[config.mk]
export PLATFORM = sky130hd
export DESIGN_NAME = rv_multicycle_ctrl_flat
export DESIGN_NICKNAME = d
export VERILOG_FILES = /design/src/rtl/rv_pkg.sv /design/src/rtl/rv_multicycle_ctrl_if.sv /design/src/rtl/rv_alu_dec.sv /design/src/rtl/rv_multicycle_ctrl.sv /design/src/flat_wrapper.sv
export SDC_FILE = /design/constraint.sdc
export NUM_CORES = 1
export LEC_CHECK = 0
export ABC_AREA = 1
export BUFFER_PORTS_ARGS = -buffer_cell sky130_fd_sc_hd__buf_2
export CORE_MARGIN = 4
export CORE_UTILIZATION = 41
export CTS_BUF_LIST = sky130_fd_sc_hd__clkbuf_16
export DETAILED_ROUTE_END_ITERATION = 6
export GPL_ROUTABILITY_DRIVEN = 0
export PLACE_DENSITY = 0.74
export SLEW_MARGIN = 40
export SYNTH_ARGS = -nofsm -noshare
export SYNTH_HDL_FRONTEND = slang
export SYNTH_SLANG_ARGS = --single-unit
[constraint.sdc]
create_clock -name clk -period 1.3 [get_ports clk]
set_clock_uncertainty 0.15 [all_clocks]
set_input_delay 0.065 -clock clk [delete_from_list [all_inputs] [get_ports clk]]
set_output_delay 0.065 -clock clk [all_outputs]
set_load 0.01 [all_outputs]
[src/rtl/rv_pkg.sv]
// Shared constants for the RV32 subset multi-cycle controller:
// opcodes, ALU control codes and FSM state encodings.
package rv_pkg;

    localparam logic [6:0] OP_RTYPE  = 7'b0110011;
    localparam logic [6:0] OP_LOAD   = 7'b0000011;
    localparam logic [6:0] OP_STORE  = 7'b0100011;
    localparam logic [6:0] OP_BRANCH = 7'b1100011;

    localparam logic [3:0] ALU_AND = 4'b0000;
    localparam logic [3:0] ALU_OR  = 4'b0001;
    localparam logic [3:0] ALU_ADD = 4'b0010;
    localparam logic [3:0] ALU_SUB = 4'b0110;

    typedef enum logic [2:0] {
        S_FETCH  = 3'd0,
        S_DECODE = 3'd1,
        S_EXEC   = 3'd2,
        S_MEM    = 3'd3,
        S_WB     = 3'd4,
        S_TRAP   = 3'd5
    } state_t;

endpackage

[src/rtl/rv_multicycle_ctrl_if.sv]
// Unified memory port handshake between the controller and the memory.
interface rv_multicycle_ctrl_if;
    logic mem_req;
    logic mem_we;
    logic addr_sel;
    logic mem_ready;

    modport master (output mem_req, output mem_we, output addr_sel, input mem_ready);
    modport slave  (input mem_req, input mem_we, input addr_sel, output mem_ready);
endinterface

[src/rtl/rv_alu_dec.sv]
// Instruction legality check and ALU operation select, shared by DECODE and EXEC.
module rv_alu_dec
    import rv_pkg::*;
(
    input  logic [6:0] opcode,
    input  logic [2:0] funct3,
    input  logic       funct7b5,
    output logic [3:0] alu_ctrl,
    output logic       legal
);

    always_comb begin
        alu_ctrl = ALU_ADD;
        legal    = 1'b0;
        case (opcode)
            OP_RTYPE: begin
                case ({funct7b5, funct3})
                    4'b0000: begin alu_ctrl = ALU_ADD; legal = 1'b1; end
                    4'b1000: begin alu_ctrl = ALU_SUB; legal = 1'b1; end
                    4'b0111: begin alu_ctrl = ALU_AND; legal = 1'b1; end
                    4'b0110: begin alu_ctrl = ALU_OR;  legal = 1'b1; end
                    default: ;
                endcase
            end
            OP_LOAD, OP_STORE: legal = (funct3 == 3'b010);
            OP_BRANCH: begin
                alu_ctrl = ALU_SUB;
                legal    = (funct3 == 3'b000);
            end
            default: ;
        endcase
    end

endmodule

[src/rtl/rv_multicycle_ctrl.sv]
// Multi-cycle FETCH/DECODE/EXEC/MEM/WB sequencer sharing one memory port,
// with memory-timeout and illegal-instruction trap.
module rv_multicycle_ctrl
    import rv_pkg::*;
#(
    parameter int TIMEOUT   = 15,
    parameter int TIMEOUT_W = 4
) (
    input  logic                        clk,
    input  logic                        reset,
    input  logic [6:0]                  opcode,
    input  logic [2:0]                  funct3,
    input  logic                        funct7b5,
    input  logic                        zero,
    rv_multicycle_ctrl_if.master        mem,
    output logic                        ir_load,
    output logic                        pc_en,
    output logic                        pc_src,
    output logic                        alu_src_b,
    output logic [3:0]                  alu_ctrl,
    output logic                        rf_we,
    output logic                        wb_sel,
    output logic                        retire,
    output logic                        trap,
    output logic [2:0]                  state_o
);

    localparam logic [TIMEOUT_W-1:0] LAST_WAIT = TIMEOUT_W'((TIMEOUT == 0) ? 0 : TIMEOUT - 1);

    state_t               state, state_nxt;
    logic [TIMEOUT_W-1:0] wait_cnt;
    logic                 trap_q;
    logic [3:0]           dec_alu;
    logic                 dec_legal;
    logic                 timed_out;

    rv_alu_dec u_alu_dec (
        .opcode   (opcode),
        .funct3   (funct3),
        .funct7b5 (funct7b5),
        .alu_ctrl (dec_alu),
        .legal    (dec_legal)
    );

    // wait_cnt counts completed request cycles without mem_ready
    assign timed_out = (TIMEOUT != 0) && (wait_cnt == LAST_WAIT);

    always_comb begin
        state_nxt     = state;
        mem.mem_req   = 1'b0;
        mem.mem_we    = 1'b0;
        mem.addr_sel  = 1'b0;
        ir_load       = 1'b0;
        pc_en         = 1'b0;
        pc_src        = 1'b0;
        alu_src_b     = 1'b0;
        alu_ctrl      = 4'b0000;
        rf_we         = 1'b0;
        wb_sel        = 1'b0;
        retire        = 1'b0;
        case (state)
            S_FETCH: begin
                mem.mem_req = 1'b1;
                if (mem.mem_ready) begin
                    ir_load   = 1'b1;
                    pc_en     = 1'b1;
                    state_nxt = S_DECODE;
                end else if (timed_out) begin
                    state_nxt = S_TRAP;
                end
            end
            S_DECODE: state_nxt = dec_legal ? S_EXEC : S_TRAP;
            S_EXEC: begin
                alu_ctrl = dec_alu;
                if (opcode == OP_LOAD || opcode == OP_STORE) begin
                    alu_src_b = 1'b1;
                    state_nxt = S_MEM;
                end else if (opcode == OP_BRANCH) begin
                    retire    = 1'b1;
                    pc_en     = zero;
                    pc_src    = zero;
                    state_nxt = S_FETCH;
                end else if (opcode == OP_RTYPE) begin
                    state_nxt = S_WB;
                end else begin
                    state_nxt = S_FETCH;
                end
            end
            S_MEM: begin
                mem.mem_req  = 1'b1;
                mem.addr_sel = 1'b1;
                mem.mem_we   = (opcode == OP_STORE);
                alu_src_b    = 1'b1;
                alu_ctrl     = ALU_ADD;
                if (mem.mem_ready) begin
                    retire    = (opcode == OP_STORE);
                    state_nxt = (opcode == OP_STORE) ? S_FETCH : S_WB;
                end else if (timed_out) begin
                    state_nxt = S_TRAP;
                end
            end
            S_WB: begin
                rf_we     = 1'b1;
                wb_sel    = (opcode == OP_LOAD);
                alu_src_b = (opcode == OP_LOAD);
                alu_ctrl  = dec_alu;
                retire    = 1'b1;
                state_nxt = S_FETCH;
            end
            S_TRAP:  state_nxt = S_TRAP;
            default: state_nxt = S_FETCH;
        endcase

        if (reset) begin
            state_nxt    = S_FETCH;
            mem.mem_req  = 1'b0;
            mem.mem_we   = 1'b0;
            mem.addr_sel = 1'b0;
            ir_load      = 1'b0;
            pc_en        = 1'b0;
            pc_src       = 1'b0;
            alu_src_b    = 1'b0;
            alu_ctrl     = 4'b0000;
            rf_we        = 1'b0;
            wb_sel       = 1'b0;
            retire       = 1'b0;
        end
    end

    // Any cycle that is not a stalled request clears the counter, so it is
    // always zero on entry to FETCH or MEM.
    always_ff @(posedge clk) begin
        if (reset) begin
            state    <= S_FETCH;
            wait_cnt <= '0;
            trap_q   <= 1'b0;
        end else begin
            state <= state_nxt;
            if (mem.mem_req && !mem.mem_ready)
                wait_cnt <= wait_cnt + TIMEOUT_W'(1);
            else
                wait_cnt <= '0;
            if (state_nxt == S_TRAP)
                trap_q <= 1'b1;
        end
    end

    assign trap    = trap_q & ~reset;
    assign state_o = reset ? 3'd0 : state;

endmodule

[src/flat_wrapper.sv]
// flat-port wrapper written by rule: the top's interface ports become plain ports
module rv_multicycle_ctrl_flat import rv_pkg::*;
#(
    parameter int TIMEOUT   = 15,
    parameter int TIMEOUT_W = 4
)
  (clk, reset, opcode, funct3, funct7b5, zero, ir_load, pc_en, pc_src, alu_src_b, alu_ctrl, rf_we, wb_sel, retire, trap, state_o, mem_mem_req, mem_mem_we, mem_addr_sel, mem_mem_ready);
  rv_multicycle_ctrl_if mem_i ();
  input  logic clk;
  input  logic reset;
  input  logic [6:0] opcode;
  input  logic [2:0] funct3;
  input  logic funct7b5;
  input  logic zero;
  output logic ir_load;
  output logic pc_en;
  output logic pc_src;
  output logic alu_src_b;
  output logic [3:0] alu_ctrl;
  output logic rf_we;
  output logic wb_sel;
  output logic retire;
  output logic trap;
  output logic [2:0] state_o;
  output wire logic [$bits(mem_i.mem_req)-1:0] mem_mem_req;
  output wire logic [$bits(mem_i.mem_we)-1:0] mem_mem_we;
  output wire logic [$bits(mem_i.addr_sel)-1:0] mem_addr_sel;
  input wire logic [$bits(mem_i.mem_ready)-1:0] mem_mem_ready;
  assign mem_mem_req = mem_i.mem_req;
  assign mem_mem_we = mem_i.mem_we;
  assign mem_addr_sel = mem_i.addr_sel;
  assign mem_i.mem_ready = mem_mem_ready;
  rv_multicycle_ctrl #(.TIMEOUT(TIMEOUT), .TIMEOUT_W(TIMEOUT_W)) u_core (.clk(clk), .reset(reset), .opcode(opcode), .funct3(funct3), .funct7b5(funct7b5), .zero(zero), .mem(mem_i), .ir_load(ir_load), .pc_en(pc_en), .pc_src(pc_src), .alu_src_b(alu_src_b), .alu_ctrl(alu_ctrl), .rf_we(rf_we), .wb_sel(wb_sel), .retire(retire), .trap(trap), .state_o(state_o));
endmodule
# Word-level counts from Yosys, hierarchy flattened
# Cells that the tools add are included.
[classes]
n_addsub = 1
eq_ne = 15
mux = 44
bitwise = 3
reduce_logical = 11
[ops]
columns = ["cell", "n"]
rows = [
  ["3-bit 2-to-1 mux", 11],
  ["1-bit 2-to-1 mux", 25],
  ["3-bit one-hot mux with 5 select lines", 1],
  ["7-bit by 6-bit equality test with 1-bit output, second input constant", 2],
  ["3-bit one-hot mux with 2 select lines", 2],
  ["3-bit by 2-bit equality test with 1-bit output, second input constant", 3],
  ["3-bit equality test, second input constant", 3],
  ["1-bit one-hot mux with 3 select lines", 3],
  ["3-bit one-hot mux with 3 select lines", 1],
  ["4-bit by 3-bit equality test with 1-bit output, second input constant", 2],
  ["4-bit equality test, second input constant", 2],
  ["2-bit OR reduction", 4],
  ["7-bit by 2-bit equality test with 1-bit output, second input constant", 1],
  ["7-bit equality test, second input constant", 1],
  ["3-bit logical NOT", 2],
  ["4-bit by 1-bit adder with 4-bit output, second input constant", 1],
  ["4-bit logical NOT", 1],
  ["4-bit OR reduction", 1],
  ["3-bit by 1-bit equality test with 1-bit output, second input constant", 1],
  ["1-bit inverter", 2],
  ["1-bit one-hot mux with 2 select lines", 1],
  ["1-bit AND", 1],
  ["1-bit logical AND", 1],
  ["1-bit logical NOT", 1],
  ["1-bit logical OR", 1],
]
[totals]
regBits = 8
out_inout_bits = 18
word_cells = 77

# Depth between registers and ports, before layout
[logic_depth]
depth_word = 8
ltp_mapped = 10
mapped_depth_nobuf = 10

# Modules after synthesis
# Synthesis repeated with hierarchy kept, for this count alone.
[unflattened]
hier_cells = 147
hier_area_um2 = 835.8
[modules_own_cells]
columns = ["mod", "n_inst", "cells_each", "area_each_um2", "seq_area_each_um2"]
rows = [
  ["rv_multicycle_ctrl", 1, 108, 659.4, 160.2],
  ["rv_alu_dec", 1, 39, 176.4, 0.0],
]

# Worst setup path before layout
# Ideal clock, no wire load.
[synth_timing]
path_type = "register -> register"
startpoint = "register u_core.wait_cnt[0]"
endpoint = "register u_core.trap_q"
t_arrival_ns = 1.112
t_required_ns = 1.037
slack_ns = -0.075
path_stages_with_launch = 11
path_buffers = 0
synth_period_minus_slack_ns = 1.375
cell_sequence = "dfxtp_1 > inv_1 > ha_1 > nand3_1 > nand2_1 > inv_1 > nand2_1 > a21oi_1 > nand2_1 > nand3_1 > nand2_1"
[synth_via]
elab_chain_len = 6
[synth_rtl]
columns = ["element", "line_no", "rtl"]
rows = [
  ["start: declaration", "rv_multicycle_ctrl.sv:31", "logic [TIMEOUT_W-1:0] wait_cnt;"],
  ["start signal: assignment", "rv_multicycle_ctrl.sv:140", "wait_cnt <= wait_cnt + TIMEOUT_W'(1);"],
  ["4-bit equality test (*)", "rv_multicycle_ctrl.sv:46", "assign timed_out = (TIMEOUT != 0) && (wait_cnt == LAST_WAIT);"],
  ["3-bit 2-to-1 mux (*)", "rv_multicycle_ctrl.sv:68, rv_multicycle_ctrl.sv:98", ""],
  ["3-bit 2-to-1 mux (on tied branches)", "rv_multicycle_ctrl.sv:95, rv_multicycle_ctrl.sv:64", ""],
  ["3-bit one-hot mux with 5 select lines (*)", "rv_multicycle_ctrl.sv:61", "case (state)"],
  ["3-bit 2-to-1 mux (*)", "rv_multicycle_ctrl.sv:114", "if (reset) begin"],
  ["3-bit equality test (*)", "rv_multicycle_ctrl.sv:143", "if (state_nxt == S_TRAP)"],
  ["end signal: assignment", "rv_multicycle_ctrl.sv:136", "trap_q <= 1'b0;"],
  ["end signal: assignment", "rv_multicycle_ctrl.sv:144", "trap_q <= 1'b1;"],
  ["end: declaration", "rv_multicycle_ctrl.sv:32", "logic trap_q;"],
]
# Every way passes the cells marked *; elsewhere a longest branch is shown, timed or not.
# A chain may end at the register's enable or synchronous reset.

# Final worst setup path
[layout_timing]
startpoint = "register u_core.state[2]"
endpoint = "output port pc_en"
[layout_via]
elab_chain_len = 3
[layout_rtl]
columns = ["element", "line_no", "rtl"]
rows = [
  ["start: declaration", "rv_multicycle_ctrl.sv:30", "state_t state, state_nxt;"],
  ["start signal: assignment", "rv_multicycle_ctrl.sv:138", "state <= state_nxt;"],
  ["3-bit by 2-bit equality test with 1-bit output or 3-bit logical NOT (tied branches)", "rv_multicycle_ctrl.sv:61", ""],
  ["1-bit one-hot mux with 2 select lines (*)", "rv_multicycle_ctrl.sv:61", ""],
  ["1-bit 2-to-1 mux (*)", "rv_multicycle_ctrl.sv:114", ""],
  ["end: declaration", "flat_wrapper.sv:16", "output logic pc_en;"],
]
# Marks and branches as above.

==> impl_results.md <==
* Clock sink count at 8
* Starting Density at 45.7%
* Router iterations before antenna repair at 6
* Min Tclk post-route at 1.70 ns
* CP Class: flip-flop to primary output
* GRT overflow at 0
* Ports at 33
* Die W at 50.1 um
* Violated checks: setup timing
* Final Instance Area at 1310 um2
* Number of buffers created by CTS at 3
* Mapped Avg Cell Area at 5.73 um2
* First-pass GRT wire length at 4420 um
* Max Clk Rate at 590 MHz
* Deepest clock path buffer count at 2
* Distinct cells, synth at 25
* Most frequent cells in the layout: 31 x buf_2, 20 x nand2_1, 18 x nor2_1, 15 x inv_1, 15 x buf_4
* Reg clk slew, reported paths at 0.04 ns
* TNS Setup at -4.86 ns
* # placed instances at 194
* Htree depth at 1
* Max-cap violation count at 0
* Area grow syn2layout at 80.1%
* PD cells at 1070 nW/um2
* Die height at 50.1 um
* Reg area at 174 um2
* Cell count after synthesis at 127
* Pre-CTS setup slack at -0.149 ns
* Clock latency on the worst-skew pair at 0.23 ns
* Largest net degree at the start of global routing at 19
* Commonest non-fill, non-tap cell in the layout: buf_2
* Non-filler cells, final at 204
* Yosys warnings at 0
* Worst min path class: input pin to flip-flop
* DP Area at 1020 um2
* Post-synth top area share at 22.0%
* Post-Syn Nets at 144
* Die area at 2510 um2
* Setup WS post-layout at -0.396 ns
* Status: finished with violations
* Ordered list of cells on the worst path: nor3_4, inv_1, nor2_4, nand3_2, a21oi_2, buf_2
* Vias at 1096
* Fin crit share at 130%
* Total track usage at 22.3%
* Root Driver: clkbuf_16
* WP data arrival at 1.48 ns
* Vias in the first global route at 1024
* Fillers at 97
* Crit start category: flip-flop
* Dominant cell type by area after synthesis: dfxtp_1
* Crit Path Max Fanout at 5
* Multi-input gate area at 602 um2
* Peak supply drop at 1.44 mV
* Sequential-to-total area share from yosys stat at 22.0%
* Diodes inserted at 0
* Delay-heaviest family, CP: simple AND/OR/NAND/NOR gates
* Drt total wl at 2930 um
* Delay of the slowest cell on the worst path at 0.37 ns
* CP Capture Type: primary output
* WL/cell at 14.4 um
* CP max stage cell: dfxtp_4
* Register bit total from synthesis at 8
* Fin. Hold Viols at 0
* P_leak at 0.666 nW
* CORE AREA at 1590 um2
* Nets at 199
* Share of cells above drive strength 1 at 53.9%
* Row count at 14
* Initial drt markers at 26
* Final setup viols at 21
* CTS tree: built
* Routed Antenna Nets at 0
* Worst EP required at 1.09 ns
* Slew Limit Fails at 0
* RSZ-0062 raised after global routing: true
* DRC at 0
* WP buf/inv at 2
* Dpl hpwl at 1710 um
* Initial antenna violation count at 0
* Cell Area, Synth at 728 um2
* I/O Buffers at 31
* Synth top area cells: dfxtp_1 22%, nand2_1 14%, nor2_1 11%
* Vias/cell at 5.37
cell usage after synthesis (all sizes together):
cell type / instances
xnor2: 1
nand4: 1
conb: 1
nand3b: 1
ha: 2
buf: 2
nand2: 27
xor2: 1
a21oi: 10
nor3: 6
nor2: 23
o21ai: 4
nand3: 15
inv: 21
dfxtp: 8
nor4: 2
clkbuf: 1
o31ai: 1
cell families (layout without fill, tap and decap cells):
kind of cell,count (synthesis),in the layout,synth area share [%]
flip-flops,8,8,22.0
XOR/XNOR,2,2,2.41
adder cells (fa/ha/maj),2,2,3.44
buffers and inverters,24,77,13.4
AND/OR/NAND/NOR,75,75,46.6
AO/OA/AOI/OAI,15,15,11.7
other,1,1,0.515
final cells by class:
cell class	count	share of cell area, %
multi-input cells	95	45.9
well taps	24	2.29
inverters	21	6.39
flip-flops and latches	8	13.3
clock buffers	3	5.73
repair buffers	53	26.4
metrics by stage:
step,utilization [%],power [mW],hold slack [ns]
finish,82.3,1.40,0.0913
global route,82.3,1.48,0.116
CTS,78.6,1.34,0.0602
detailed placement,64.3,0.704,0.271
global placement,64.3,0.695,0.263
floorplan,-,0.539,0.0341
worst paths after layout:
kind	end	slack (ns)	cells past startpoint	from
hold / removal	u_core.state[2]	0.09	2	reset
setup reg to reg	u_core.trap_q	-0.24	11	u_core.state[0]
setup / recovery	pc_en	-0.40	6	u_core.state[2]
hold reg to reg	u_core.trap_q	0.30	2	u_core.trap_q
per-layer routing:
metal / global-route usage [%] / share of wire [%] / up-vias / wire [um]
met4: 11.1 / 4.0 / 0 / 118
met2: 41.7 / 49 / 66 / 1440
met3: 2.07 / 7.8 / 11 / 228
li1: - / - / 517 / -
met1: 24.9 / 39 / 502 / 1150
met5: 0 / 0 / - / 0
worst reg2reg max path: stages, from the launching register on:
cell and delay [ns]:
dfxtp_4 0.40, nor2_4 0.05, buf_4 0.13, buf_6 0.12
nand2_4 0.08, nand2_2 0.05, nand2_2 0.06, nand2_2 0.06
a21oi_2 0.14, nand2_1 0.07, nand3_1 0.07, nand2_1 0.06
sequential cells by signal, summed over array words and instances (netlist names):
| register | cells |
|---|---|
| u_core.wait_cnt | 4 |
| u_core.trap_q | 1 |
| u_core.state | 3 |
repair_timing:
action / 4_1_cts / 5_1_grt
setup buffers: 5 / 4
gates resized for setup: 35 / 14
setup endpoints to repair: 21 / 22
hold buffers: 0 / 0
pin swaps: 9 / 12
report_power, final:
group	internal, mW	switching (mW)	leakage, nW	total (mW)
combinational	0.243	0.307	0.560	0.550
clock	0.397	0.121	0.0370	0.517
sequential	0.285	0.0507	0.0683	0.336
total	0.925	0.478	0.666	1.40
(Power assumes the default switching activity.)
